<file path="src/rtl/pkt_arb_pkg.sv">
// Shared types and constants for the packet round-robin arbiter slice.
package pkt_arb_pkg;

  localparam int KEEP_W = 32;

  typedef enum logic [1:0] {
    IDLE  = 2'd0,
    PKT   = 2'd1,
    ABORT = 2'd2
  } arb_state_t;

endpackage : pkt_arb_pkg

</file>
<file path="src/rtl/pkt_rr_arbiter_rr_pick.sv">
// rr_pick: combinational round-robin pick. Rotates the request vector so the
// lane after last_gnt sits at bit 0, priority-encodes the lowest set bit and
// maps the offset back to an absolute index. Shared with other lane arbiters.
module rr_pick
  import pkt_arb_pkg::*;
#(
  parameter  int N  = 4,
  localparam int IW = $clog2(N)
) (
  input  logic [N-1:0]  req,
  input  logic [IW-1:0] last_gnt,
  output logic          any,
  output logic [IW-1:0] gnt
);

  logic [IW:0]  shamt;
  logic [N-1:0] rot;
  logic [IW:0]  off;
  logic [IW:0]  sum;

  // Rotate, find the first requester after last_gnt, and wrap the index.
  always_comb begin
    // NOTE: every variable gets a value before any branch so no latch is inferred.
    any   = |req;
    shamt = {1'b0, last_gnt} + 1'b1;
    rot   = N'({req, req} >> shamt);
    off   = '0;
    // Scan downwards so the lowest set bit wins.
    for (int i = N - 1; i >= 0; i--) begin
      if (rot[i]) off = (IW+1)'(i);
    end
    sum = shamt + off;
    if (sum >= (IW+1)'(N)) sum = sum - (IW+1)'(N);
    gnt = sum[IW-1:0];
  end

endmodule : rr_pick

</file>
<file path="src/rtl/pkt_rr_arbiter.sv">
// pkt_rr_arbiter: packet-atomic round-robin arbiter feeding one stream FIFO
// write port. A grant is held from the first beat to the beat carrying last.
// Optional stall watchdog: define PKT_ARB_WATCHDOG_EN to enable the counter
// and the ABORT state that closes a stalled packet with an empty last beat.
module pkt_rr_arbiter
  import pkt_arb_pkg::*;
#(
  parameter int N_REQ     = 4,
  parameter int WIDTH     = 256,
  parameter int WD_CYCLES = 64
) (
  input  logic                      clk,
  input  logic                      rst_n,
  input  logic [N_REQ-1:0]          s_valid,
  input  logic [N_REQ*WIDTH-1:0]    s_data,
  input  logic [N_REQ*KEEP_W-1:0]   s_keep,
  input  logic [N_REQ-1:0]          s_last,
  output logic [N_REQ-1:0]          s_ready,
  output logic                      fifo_wr_en,
  output logic [WIDTH-1:0]          fifo_wr_data,
  output logic [KEEP_W-1:0]         fifo_wr_keep,
  output logic                      fifo_wr_last,
  input  logic                      fifo_full,
  output logic [$clog2(N_REQ)-1:0]  gnt_idx,
  output logic                      busy,
  output logic                      wd_abort
);

  localparam int IW = $clog2(N_REQ);

  if (N_REQ < 2 || N_REQ > 8 || WD_CYCLES < 1) begin : g_cfg_check
    $error("pkt_rr_arbiter: N_REQ must be 2..8 and WD_CYCLES at least 1");
  end

  arb_state_t    state, state_nxt;
  logic [IW-1:0] gnt, last_gnt, pick_idx;
  logic          pick_any;
  logic          beat_ok;

`ifdef PKT_ARB_WATCHDOG_EN
  localparam int WD_W = $clog2(WD_CYCLES + 1);
  logic [WD_W-1:0] wd_cnt;
`endif

  rr_pick #(.N(N_REQ)) u_pick (
    .req      (s_valid),
    .last_gnt (last_gnt),
    .any      (pick_any),
    .gnt      (pick_idx)
  );

  // Next-state logic, per-lane ready, and the FIFO write mux (zero unless writing).
  always_comb begin
    state_nxt    = state;
    s_ready      = '0;
    fifo_wr_en   = 1'b0;
    fifo_wr_data = '0;
    fifo_wr_keep = '0;
    fifo_wr_last = 1'b0;
    wd_abort     = 1'b0;
    beat_ok      = 1'b0;
    if (rst_n) begin
      case (state)
        IDLE: begin
          if (pick_any) state_nxt = PKT;
        end
        PKT: begin
          s_ready[gnt] = !fifo_full;
          beat_ok      = s_valid[gnt] && !fifo_full;
          fifo_wr_en   = beat_ok;
          if (beat_ok) begin
            fifo_wr_data = s_data[gnt*WIDTH +: WIDTH];
            fifo_wr_keep = s_keep[gnt*KEEP_W +: KEEP_W];
            fifo_wr_last = s_last[gnt];
            if (s_last[gnt]) state_nxt = IDLE;
          end
`ifdef PKT_ARB_WATCHDOG_EN
          // Source stall (FIFO has room, lane silent) that hits the limit.
          else if (!fifo_full && wd_cnt == WD_W'(WD_CYCLES - 1)) begin
            state_nxt = ABORT;
          end
`endif
        end
`ifdef PKT_ARB_WATCHDOG_EN
        ABORT: begin
          // Close the stalled packet with an empty last beat.
          if (!fifo_full) begin
            fifo_wr_en   = 1'b1;
            fifo_wr_last = 1'b1;
            wd_abort     = 1'b1;
            state_nxt    = IDLE;
          end
        end
`endif
        default: state_nxt = IDLE;
      endcase
    end
  end

  // State, grant and round-robin pointer registers.
  always_ff @(posedge clk) begin
    // NOTE: non-blocking assignments so every register samples pre-edge values.
    if (!rst_n) begin
      state    <= IDLE;
      gnt      <= '0;
      last_gnt <= IW'(N_REQ - 1);
    end else begin
      state <= state_nxt;
      if (state == IDLE && pick_any) gnt <= pick_idx;
      if ((beat_ok && s_last[gnt]) || wd_abort) last_gnt <= gnt;
    end
  end

`ifdef PKT_ARB_WATCHDOG_EN
  // Stall counter: counts silent-source cycles in PKT, clears on any accepted beat.
  always_ff @(posedge clk) begin
    if (!rst_n || state != PKT || beat_ok) begin
      wd_cnt <= '0;
    end else if (!fifo_full) begin
      wd_cnt <= wd_cnt + 1'b1;
    end
  end
`endif

  assign gnt_idx = rst_n ? gnt : '0;
  assign busy    = rst_n && (state != IDLE);

endmodule : pkt_rr_arbiter
</file>
<file path="config.mk">
export PLATFORM = sky130hd
export DESIGN_NAME = pkt_rr_arbiter
export DESIGN_NICKNAME = d
export VERILOG_FILES = /design/src/rtl/pkt_arb_pkg.sv /design/src/rtl/pkt_rr_arbiter_rr_pick.sv /design/src/rtl/pkt_rr_arbiter.sv
export SDC_FILE = /design/constraint.sdc
export NUM_CORES = 1
export LEC_CHECK = 0
export CAP_MARGIN = 20
export CORE_AREA = 3 3 572 574
export CTS_CLUSTER_DIAMETER = 50
export CTS_CLUSTER_SIZE = 40
export DETAILED_ROUTE_END_ITERATION = 12
export DIE_AREA = 0 0 575 577
export DONT_BUFFER_PORTS = 1
export SYNTH_ARGS = -nofsm -noshare
export SYNTH_HDL_FRONTEND = slang
export SYNTH_HIERARCHICAL = 1
export SYNTH_SLANG_ARGS = --single-unit
export TNS_END_PERCENT = 20
</file>
<file path="constraint.sdc">
create_clock -name clk -period 2.23 [get_ports clk]
set_input_delay 0.5575 -clock clk [delete_from_list [all_inputs] [get_ports clk]]
set_output_delay 0.5575 -clock clk [all_outputs]
set_load 0.05 [all_outputs]
</file>
=== Word level (Yosys, flattened, before mapping) ===
Cells that the tools add are included.

* Add/subtract/negate cells: 3
* Reductions and logical operators: 10
* Bitwise gates (word level): 1
* $mul: 0
* Multiplexer cells: 29
* Equal/unequal tests: 4
* Magnitude comparators: 3
* Shifts and indexed selects: 3
* Div/mod/pow operators: 0

{| class="wikitable"
|+ Operators with widths
! cell !! number
|-
| $shiftx A1024 B11 Y256 || 1
|-
| $mux W256 || 3
|-
| $shiftx A128 B8 Y32 || 1
|-
| $mux W32 || 3
|-
| $mux W2 || 9
|-
| $mux W1 || 8
|-
| $mux W4 || 2
|-
| $shr A8 B3 Y4 || 1
|-
| $ne A2 B2 Y1 const B || 3
|-
| $logic_and A1 B1 Y1 || 5
|-
| $and A4 B4 Y4 || 1
|-
| $bmux W1 S2 || 2
|-
| $pmux W2 S2 || 1
|-
| $reduce_or A4 Y1 || 1
|-
| $add A2 B1 Y3 const B || 1
|-
| $add A3 B2 Y3 || 1
|-
| $ge A3 B3 Y1 const B || 1
|-
| $lt A2 B3 Y1 const B || 1
|-
| $reduce_and A3 Y1 || 1
|-
| $demux W1 S2 || 1
|-
| $eq A2 B1 Y1 const B || 1
|-
| $ge A2 B1 Y1 const B || 1
|-
| $logic_not A2 Y1 || 1
|-
| $reduce_bool A2 Y1 || 1
|-
| other kinds (2) || 2
|}

* Bits in latches: 0
* Register bits after elaboration: 6
* RAM bits: 0
* Input port bits: 1,163
* Word-level logic and storage cells: 56
* Memories kept: 0
* ROM bits: 0

=== Logic depth before layout (Yosys ltp) ===
Gate-level depths: netlist (run 1).

* Word-level depth: 9
* Gate-level depth with buffers: 10
* Gate-level depth less buffers: 9

=== By module ===
The synthesis (run 1) kept the hierarchy.

{| class="wikitable"
|+ Modules (own cells, without submodules)
! module !! cells an instance !! instances !! area each (µm²) !! sequential area each (µm²)
|-
| pkt_rr_arbiter || 741 || 1 || 9,370.2 || 100.1
|-
| rr_pick || 26 || 1 || 175.2 || 0.0
|}

=== Worst setup path after synthesis (run 1) ===
OpenSTA, ideal clock, no wires.

* Path type: in2out
* Start: in fifo_full
* End: out s_ready[0]
* Arrival time: 2.428 ns
* Setup slack: -0.755 ns
* Cell stages on the path: 5
* Buffers on the path: 3
* Required time: 1.673 ns
* Path through: and3b_1 buf_2 buf_2 clkbuf_1 nor3b_1

* Longest elaborated chain between the ends: 4

{| class="wikitable"
|+ Ends and longest elaborated chain
! what !! line !! source
|-
| start, declared || pkt_rr_arbiter.sv:23 || <nowiki>input logic fifo_full,</nowiki>
|-
| $logic_not A1 Y1 || pkt_rr_arbiter.sv:68 || <nowiki>s_ready[gnt] = !fifo_full;</nowiki>
|-
| $and A4 B4 Y4 (no line) || -- ||
|-
| $mux W4 || pkt_rr_arbiter.sv:63 || <nowiki>case (state)</nowiki>
|-
| $mux W4 || pkt_rr_arbiter.sv:62 || <nowiki>if (rst_n) begin</nowiki>
|-
| end, declared || pkt_rr_arbiter.sv:18 || <nowiki>output logic [N_REQ-1:0] s_ready,</nowiki>
|}

Every way passes these cells.

=== Final worst setup path (run 1) ===
* Start: reg gnt[0]
* End: out fifo_wr_keep[5]

* Longest elaborated chain between the ends: 6

{| class="wikitable"
|+ Ends and longest elaborated chain
! what !! line !! source
|-
| start, declared || pkt_rr_arbiter.sv:36 || <nowiki>logic [IW-1:0] gnt, last_gnt, pick_idx;</nowiki>
|-
| start signal, assigned || pkt_rr_arbiter.sv:109 || <nowiki>if (state == IDLE && pick_any) gnt <= pick_idx;</nowiki>
|-
| branches (longest 3 deep; another with $shiftx A128 B8 Y32) || -- ||
|-
| $mux W32 (*) || pkt_rr_arbiter.sv:71 || <nowiki>if (beat_ok) begin</nowiki>
|-
| $mux W32 (*) || pkt_rr_arbiter.sv:63 ||
|-
| $mux W32 (*) || pkt_rr_arbiter.sv:62 ||
|-
| end, declared || pkt_rr_arbiter.sv:21 || <nowiki>output logic [KEEP_W-1:0] fifo_wr_keep,</nowiki>
|}

Every way passes the cells marked *. The select of a mux whose other input is x is not followed.

==> impl_metrics.yaml, run 1 <==
floorplanning:
  ioPinCount: 1461
  die_h_um: 577
  dieArea_um2: 332000
  die-width_um: 575
  rows: 209
  core_um2: 323000
  start_util: 0.0295
synthesis:
  synth.area.top_cells: "mux4_2, and3_1, buf_4"
  yosys_warnings: 6
  async_flop_share: 0
  syn_inst: 767
  synth-edff-count: 0
  syn_avg_cell_area_um2: 12.4
  postSynthNetCount: 1931
  synth_seq_cells: 5
  synthTopCellsByCount: "and3_1, mux4_2, clkbuf_1"
  yosysTopAreaCell: "mux4_2"
  synth_cell_type_count: 32
  yosysTopAreaCellShare: 0.684
  syn-cell-area_um2: 9550
  seq_area_frac_synth: 0.0105
  ys.flop_type: "dfxtp_1"
setup_path:
  cp-startpoint: "gnt[0]"
  endpoint_kind: "output port"
  start_kind: "flop"
  critPathArrivalTime_ns: 2.20
  timing.rr.end: "last_gnt[1]"
  worst-path-max-fanout: 35
  reg2regPathDepth: 7
  critical_path.endpoint: "fifo_wr_keep[5]"
  r2r_start: "gnt[0]"
  reg2reg_slack_ns: 0.08
  cp.required_ns: 1.67
  crit_type: "flop to output port"
drt:
  initialDrtViolationCount: 1660
  ant_nets: 0
  vias_per_cell: 2.69
  wl_met2_mm: 142
  highest-signal-layer: "met5"
  drc: 0
  drtPass1Iterations: 7
  met1Wirelength_mm: 100
  wl_per_cell_um: 57.4
  met3_length_mm: 67.5
  vias: 15100
  wl_mm: 322
global_routing:
  grt_pass1_vias: 11500
  grt_max_degree: 43
  grt_pass1_wl_mm: 349
  grt-ovfl-total: 0
  track_usage: 0.185
  antenna_found_initial: 759
placement:
  place_hpwl_mm: 308
  gp_congestion: 0.949
  portBuffers: 0
  postPlaceCellArea_um2: 21100
pwr:
  leakage_nw: 6.34
  ir_worst_vdd_mv: 0.178
  p_per_area_nw_per_um2: 214
layout:
  final_cell_area_um2: 22900
  area_growth_pct: 139
  final_layout_size_suffix_gt1_frac: 0.813
  finish.utilization: 0.0707
  nFillCells: 37700
  finish.net_count: 2190
cts:
  root_buffer: "clkbuf_16"
  cts_tree: "done"
  htreeDepth: 1
  cts_buffer_depth: 2
  ctsHoldBuffers: 0
  clock_latency_ns: 0.24
  clock_sinks: 5
  cts-buffers-inserted: 3
  clk_pin_slew_ns: 0.03
hold_path:
  hold_path_class: "primary input to flop"
status:
  status: "finished, violations left"
  violations: "setup timing"
sta:
  rsz0062_at_grt: "yes"
  finalWorstSetupSlack_ns: -0.523
  report.final.setup_viol: 294
  slew_viol_final: 0
  fin_crit_sh: 1.23
  final.setup.tns_ns: -131.20
  post-route-min-period_ns: 2.75
  fmax_mhz: 363
  hold_viol_final: 0
  fin_skew_ns: 0.000889
job:
  maxCapViolCount: 0
area by class of cell:
cell class / count / area, µm² / share of cell area
Multi-Input combinational cell: 622 / 9360 / 0.410
Timing Repair Buffer: 387 / 7220 / 0.316
Tap cell: 4325 / 5410 / 0.237
Antenna cell: 258 / 646 / 0.0283
Sequential cell: 5 / 108 / 0.00471
Clock buffer: 4 / 78.8 / 0.00345
Inverter: 7 / 26.3 / 0.00115
cell usage in the layout (no fill, tap or decap), types with 2 or more instances in the layout:
| cell | count |
|---|---|
| and3_4 | 136 |
| diode_2 | 258 |
| mux2i_1 | 3 |
| nor3_1 | 2 |
| and2_1 | 2 |
| buf_6 | 8 |
| and3_1 | 147 |
| nor2b_1 | 5 |
| inv_1 | 7 |
| mux4_2 | 289 |
| clkbuf_16 | 8 |
| buf_4 | 46 |
| dfxtp_4 | 2 |
| and2_4 | 2 |
| dfxtp_1 | 3 |
| buf_12 | 314 |
| o221ai_1 | 3 |
| o21ai_0 | 2 |
| buf_16 | 13 |
| xnor2_1 | 2 |
| and3_2 | 7 |
| nand2_1 | 5 |
per-layer routing:
layer,up-vias,GRT usage
li1,4211,-
met1,6675,0.176
met2,2313,0.299
met3,1324,0.175
met4,540,0.0172
met5,-,0
stage by stage:
| step | hold slack (ns) | power (mW) | worst slack (ns) | instances |
|---|---|---|---|---|
| final | 0.458 | 4.88 | -0.523 | 5608 |
| after global routing | 0.447 | 5.12 | -0.566 | 5411 |
| after CTS | 0.450 | 4.79 | -0.536 | 5334 |
| after detailed placement | 0.591 | 4.35 | -0.441 | 5323 |
| after global placement | 0.562 | 4.35 | -0.421 | 5323 |
| after floorplan | 0.459 | 2.48 | -0.0548 | 767 |
sequential cells by signal (all words and copies together), names as in the netlist:
name,count
gnt,2
last_gnt,2
state,1
critical path, stage by stage (launching register included):
cell and delay, ns:
dfxtp_4 0.36, mux4_4 0.74, buf_16 0.24, buf_12 0.20, and3_1 0.19, buf_12 0.16
how the worst min path moves through the flow:
stage	startpoint	end	slack, ns	depth (start not counted)
5_1_grt	rst_n	last_gnt[0]	0.45	1
2_1_floorplan	state[0]	state[0]	0.46	1
6_report	rst_n	last_gnt[0]	0.46	1
4_1_cts	rst_n	last_gnt[0]	0.45	1
3_5_place_dp	state[0]	state[0]	0.59	2
3_3_place_gp	state[0]	state[0]	0.56	2
cells by family after synthesis:
family | count (synthesis) | share of synthesized area
buffers and inverters | 140 | 0.0836
xor gates and xnor gates | 2 | 0.00184
other | 1 | 0.000393
DFF | 5 | 0.0105
muxes | 293 | 0.687
and+or+nand+nor | 313 | 0.204
adders and majority gates | 1 | 0.00131
AOI/OAI and AO/OA | 12 | 0.0105
report_power, final:
group          internal, mW  leakage [nW]  total, mW  switching [mW]
clock network         0.237        0.0398      0.303          0.0657
logic                  2.19          6.26       4.48            2.29
registers            0.0952        0.0425      0.102         0.00695
repair_timing:
action                     CTS  global route
cloned                       1             5
setup endpoints to repair  295           295
buffers inserted             6            11
gates resized for setup     80            86
pin swaps                    4            18
(Power assumes the default switching activity.)
==> inputs of run 2 (changes only) <==
--- a/config.mk
+++ b/config.mk
@@ -6,12 +6,12 @@
 export NUM_CORES = 1
 export LEC_CHECK = 0
 export CAP_MARGIN = 20
-export CORE_AREA = 3 3 572 574
+export CORE_AREA = 3 3 566 568
 export CTS_CLUSTER_DIAMETER = 50
 export CTS_CLUSTER_SIZE = 40
 export DETAILED_ROUTE_END_ITERATION = 12
-export DIE_AREA = 0 0 575 577
-export DONT_BUFFER_PORTS = 1
+export DIE_AREA = 0 0 569 571
+export SKIP_LAST_GASP = 1
 export SYNTH_ARGS = -nofsm -noshare
 export SYNTH_HDL_FRONTEND = slang
 export SYNTH_HIERARCHICAL = 1
==> run 2 against run 1 <==
  * The run still ends with setup timing left
  * Die area fell by 2.1%
  * Global-route usage fell by 0.57 points
  * Clock skew rose by 0.0018 ns
  * Critical path depth rose by 2
  * Largest cell class is now buffers
  * Largest power group unchanged
  * Highest routed layer unchanged
==> impl_metrics.yaml, run 2 (synthesis results as in run 1) <==
status:
  status: "finished, violations left"
  violations: "setup timing"
setup_path:
  reg2reg_slack_ns: 0.11
  timing.rr.end: "last_gnt[1]"
  crit_type: "flop to output port"
  worst-path-max-fanout: 7
  critPathArrivalTime_ns: 2.42
  reg2regPathDepth: 7
  r2r_start: "gnt[0]"
  start_kind: "flop"
  endpoint_kind: "output port"
  cp-startpoint: "gnt[0]"
  cp.required_ns: 1.67
  critical_path.endpoint: "fifo_wr_data[177]"
global_routing:
  grt-ovfl-total: 0
  grt_pass1_wl_mm: 341
  grt_pass1_vias: 17400
  track_usage: 0.179
  antenna_found_initial: 519
  grt_max_degree: 42
floorplanning:
  ioPinCount: 1461
  start_util: 0.0303
  core_um2: 315000
  die-width_um: 569
  rows: 206
  dieArea_um2: 325000
  die_h_um: 571
cts:
  clock_latency_ns: 0.23
  htreeDepth: 1
  ctsHoldBuffers: 0
  cts-buffers-inserted: 3
  root_buffer: "clkbuf_16"
  clock_sinks: 5
  cts_buffer_depth: 2
  cts_tree: "done"
  clk_pin_slew_ns: 0.04
sta:
  fmax_mhz: 336
  post-route-min-period_ns: 2.98
  fin_crit_sh: 1.33
  rsz0062_at_grt: "yes"
  slew_viol_final: 0
  fin_skew_ns: 0.00265
  finalWorstSetupSlack_ns: -0.745
  report.final.setup_viol: 296
  hold_viol_final: 0
  timing.hold.ws_ns: 0.602
pwr:
  power.share.clock: 0.036
  p_switching_mw: 3.97
  leakage_nw: 11.7
  p_comb_frac: 0.952
  p_total_mw: 8.57
  seq_power_share: 0.012
  ir_worst_vdd_mv: 0.137
  swShare: 0.463
  internal-power_mw: 4.60
  p_per_area_nw_per_um2: 242
layout:
  fin_cells: 6627
  reg_top3: "gnt x2, last_gnt x2, state x1"
  layout_common_cells: "clkdlybuf4s50_1, buf_12, mux4_2, and3_1, and3_4"
  area_growth_pct: 271
  final_cell_area_um2: 35400
  final_layout_size_suffix_gt1_frac: 0.400
  finish.net_count: 3430
  final_common_cell: "clkdlybuf4s50_1"
placement:
  gp_congestion: 1.20
  postPlaceCellArea_um2: 32900
  place_hpwl_mm: 283
  portBuffers: 1459
  dp_cells: 6344
  dp_slack_ns: -1.02
hold_path:
  hold_path_class: "flop to flop"
drt:
  ant_nets: 0
  vias_per_cell: 2.85
  wl_mm: 307
  drtPass1Iterations: 5
  vias: 18900
  initialDrtViolationCount: 1596
  drc: 0
  wl_per_cell_um: 46.4
job:
  maxCapViolCount: 0
[run 2: layout make-up]
type	instances	area, µm²
Tap cell	4160	5200
Clock buffer	4	78.8
Inverter	7	26.3
Sequential cell	5	108
Antenna cell	202	505
Fill cell	35800	280000
Timing Repair Buffer	1627	20400
Multi-Input combinational cell	622	9160
[run 2: routing by layer]
layer,track usage,wire length [µm]
met1,0.189,107000
met2,0.263,127000
met3,0.134,53500
met4,0.0825,17600
met5,0,2200
[run 2: how the worst min path moves through the flow]
stage	from	endpoint	slack (ns)	cells after the start
2_1_floorplan	state[0]	state[0]	0.46	1
3_3_place_gp	state[0]	state[0]	0.57	2
3_5_place_dp	state[0]	state[0]	0.59	2
4_1_cts	state[0]	state[0]	0.59	2
5_1_grt	state[0]	state[0]	0.64	2
6_report	state[0]	state[0]	0.60	2
[run 2: worst max-delay path: stages, from the launching register on]
cell and delay (ns):
dfxtp_4 0.37, buf_12 0.15, buf_16 0.18, buf_4 0.14
buf_4 0.13, mux4_2 0.68, and3_1 0.29, buf_12 0.15
[run 2: metrics by stage]
stage | utilization | TNS (ns)
4_1_cts | 0.108 | -186.11
3_3_place_gp | 0.104 | -243.00
3_5_place_dp | 0.104 | -266.29
5_1_grt | 0.112 | -188.09
2_1_floorplan | - | -10.78
6_report | 0.112 | -178.32
[run 2: power by group through the flow]
stage          Clock [mW]  Combinational, mW  Sequential [mW]
6_report            0.305               8.16            0.103
3_5_place_dp            0               7.38            0.104
3_3_place_gp            0               7.37            0.103
4_1_cts             0.309               7.92            0.102
5_1_grt             0.314               8.46            0.103
2_1_floorplan           0               2.38            0.100
[run 2: repair_timing]
action | CTS | global route
gates resized for setup | 85 | 81
setup endpoints to repair | 300 | 297
buffers inserted | 25 | 20
cloned | 17 | 17
pin swaps | 6 | 13
==> inputs of run 3 (changes only) <==
--- a/config.mk
+++ b/config.mk
@@ -11,6 +11,7 @@
 export CTS_CLUSTER_SIZE = 40
 export DETAILED_ROUTE_END_ITERATION = 12
 export DIE_AREA = 0 0 569 571
+export PLACE_DENSITY = 0.3
 export SKIP_LAST_GASP = 1
 export SYNTH_ARGS = -nofsm -noshare
 export SYNTH_HDL_FRONTEND = slang
==> run 3 against run 2 <==
  * The flow still finishes with violations (setup timing)
  * Largest cell class unchanged
  * Non-clock buffer count grew 18
  * First-iteration DRC count is 33% lower
  * Core utilization fell by 0.24 points
  * Global-route usage decreased by 1.5 points
  * Total power down 3.0%
  * Combinational power is 3.3% lower
  * Sequential cell count unchanged
  * Setup slack lost 0.061 ns
  * Critical path depth down 1
==> impl_metrics.yaml, run 3 (synthesis results as in run 1) <==
placement:
  portBuffers: 1459
  place_hpwl_mm: 258
  dp_slack_ns: -1.01
  gp_congestion: 0.894
setup_path:
  timing.rr.end: "last_gnt[1]"
  reg2regPathDepth: 8
  slowest_delay_ns: 0.73
  critical_path.endpoint: "fifo_wr_data[208]"
  start_kind: "primary input"
  crit_cells: 6
  crit_type: "primary input to output port"
  crit_family: "buffers and inverters"
  cp.required_ns: 1.67
  cp-startpoint: "s_valid[2]"
  r2r_start: "gnt[0]"
  reg2reg_slack_ns: -0.33
  slowest_stage: "mux4_4"
  critPathArrivalTime_ns: 2.48
  endpoint_kind: "output port"
  path_buf_inv: 4
  worst-path-max-fanout: 30
  cp_common_cell: "buf_12"
  crit_chain: "dlygate4sd2_1 -> mux4_4 -> buf_12 -> buf_16 -> and3_1 -> buf_12"
drt:
  vias_per_cell: 2.76
  drtPass1Iterations: 4
  initialDrtViolationCount: 1073
  ant_nets: 0
  vias: 18000
  wl_mm: 281
  wl_per_cell_um: 43.1
  drc: 0
status:
  status: "finished, violations left"
  violations: "setup timing"
sta:
  fmax_mhz: 329
  report.final.setup_viol: 297
  finalWorstSetupSlack_ns: -0.806
  post-route-min-period_ns: 3.04
  fin_crit_sh: 1.36
  slew_viol_final: 0
  hold_viol_final: 0
  fin_skew_ns: 0.00408
  rsz0062_at_grt: "yes"
floorplanning:
  start_util: 0.0303
  dieArea_um2: 325000
  die-width_um: 569
  die_h_um: 571
  rows: 206
  ioPinCount: 1461
  core_um2: 315000
global_routing:
  grt_pass1_wl_mm: 318
  grt_pass1_vias: 17400
  track_usage: 0.164
  grt-ovfl-total: 0
  antenna_found_initial: 464
  grt_max_degree: 60
hold_path:
  hold_path_class: "flop to flop"
cts:
  clk_pin_slew_ns: 0.04
  htreeDepth: 1
  clock_sinks: 5
  cts-buffers-inserted: 3
  cts_buffer_depth: 2
  cts_tree: "done"
  clock_latency_ns: 0.24
  root_buffer: "clkbuf_16"
layout:
  area_growth_pct: 264
  layout_common_cells: "clkdlybuf4s50_1, mux4_2, buf_12, and3_4, and3_1"
  finish.utilization: 0.110
  reg_top3: "gnt x2, last_gnt x2, state x1"
  final_layout_size_suffix_gt1_frac: 0.410
  finish.net_count: 3448
  final_common_cell: "clkdlybuf4s50_1"
  nFillCells: 36000
pwr:
  ir_worst_vdd_mv: 0.155
  p_per_area_nw_per_um2: 239
  leakage_nw: 11.5
job:
  maxCapViolCount: 0
==> run 3: worst min-delay path by stage <==
stage | start | to | cells after the start
2_1_floorplan | state[0] | state[0] | 1
3_3_place_gp | state[0] | state[0] | 2
3_5_place_dp | state[0] | state[0] | 2
4_1_cts | state[0] | state[0] | 2
5_1_grt | state[0] | state[0] | 2
6_report | state[0] | state[0] | 2
==> run 3: layout make-up <==
type | instances | area (µm²) | share of cell area
Clock buffer | 4 | 78.8 | 0.00227
Antenna cell | 90 | 225 | 0.00649
Multi-Input combinational cell | 622 | 9410 | 0.271
Sequential cell | 5 | 108 | 0.00310
Timing Repair Buffer | 1645 | 19700 | 0.566
Inverter | 7 | 26.3 | 0.000757
Tap cell | 4160 | 5200 | 0.150
==> run 3: metal layers <==
| layer | vias to the layer above | track usage | routed length [µm] |
|---|---|---|---|
| met1 | 8717 | 0.190 | 107000 |
| met4 | 310 | 0.0373 | 9200 |
| met2 | 1716 | 0.254 | 121000 |
| met3 | 736 | 0.101 | 41500 |
| li1 | 6528 | - | - |
| met5 | - | 0 | 2130 |
==> run 3: worst register-to-register path, cell delays in order (launching register included) <==
cell and delay [ns]:
dfxtp_4 0.47, mux4_4 0.82, buf_12 0.22, buf_4 0.20
buf_16 0.13, and3_4 0.19, buf_4 0.14, buf_4 0.13
o221ai_1 0.17
==> run 3: repair_timing <==
item,CTS,global route
hold endpoints to repair,0,0
buffers inserted,15,14
setup endpoints to repair,300,298
hold buffers,0,0
pin swaps,3,4
resized for setup,93,136
gates cloned,11,18
==> run 3: power by group <==
| group | internal (mW) | leakage [nW] | switching (mW) |
|---|---|---|---|
| combinational | 4.24 | 11.4 | 3.65 |
| sequential | 0.0953 | 0.0425 | 0.0205 |
| clock | 0.238 | 0.0387 | 0.0673 |
==> run 3: metrics by stage <==
| step | setup TNS (ns) | area [µm²] | instances | power [mW] | hold slack (ns) |
|---|---|---|---|---|---|
| 5_1_grt | -216.71 | 34600 | 6481 | 8.65 | 0.644 |
| 3_5_place_dp | -251.66 | 32500 | 6386 | 7.29 | 0.602 |
| 6_report | -208.76 | 34700 | 6533 | 8.31 | 0.606 |
| 4_1_cts | -239.81 | 33500 | 6415 | 8.14 | 0.611 |
| 2_1_floorplan | -10.78 | 9630 | 767 | 2.48 | 0.459 |
| 3_3_place_gp | -253.91 | 32500 | 6386 | 7.31 | 0.600 |
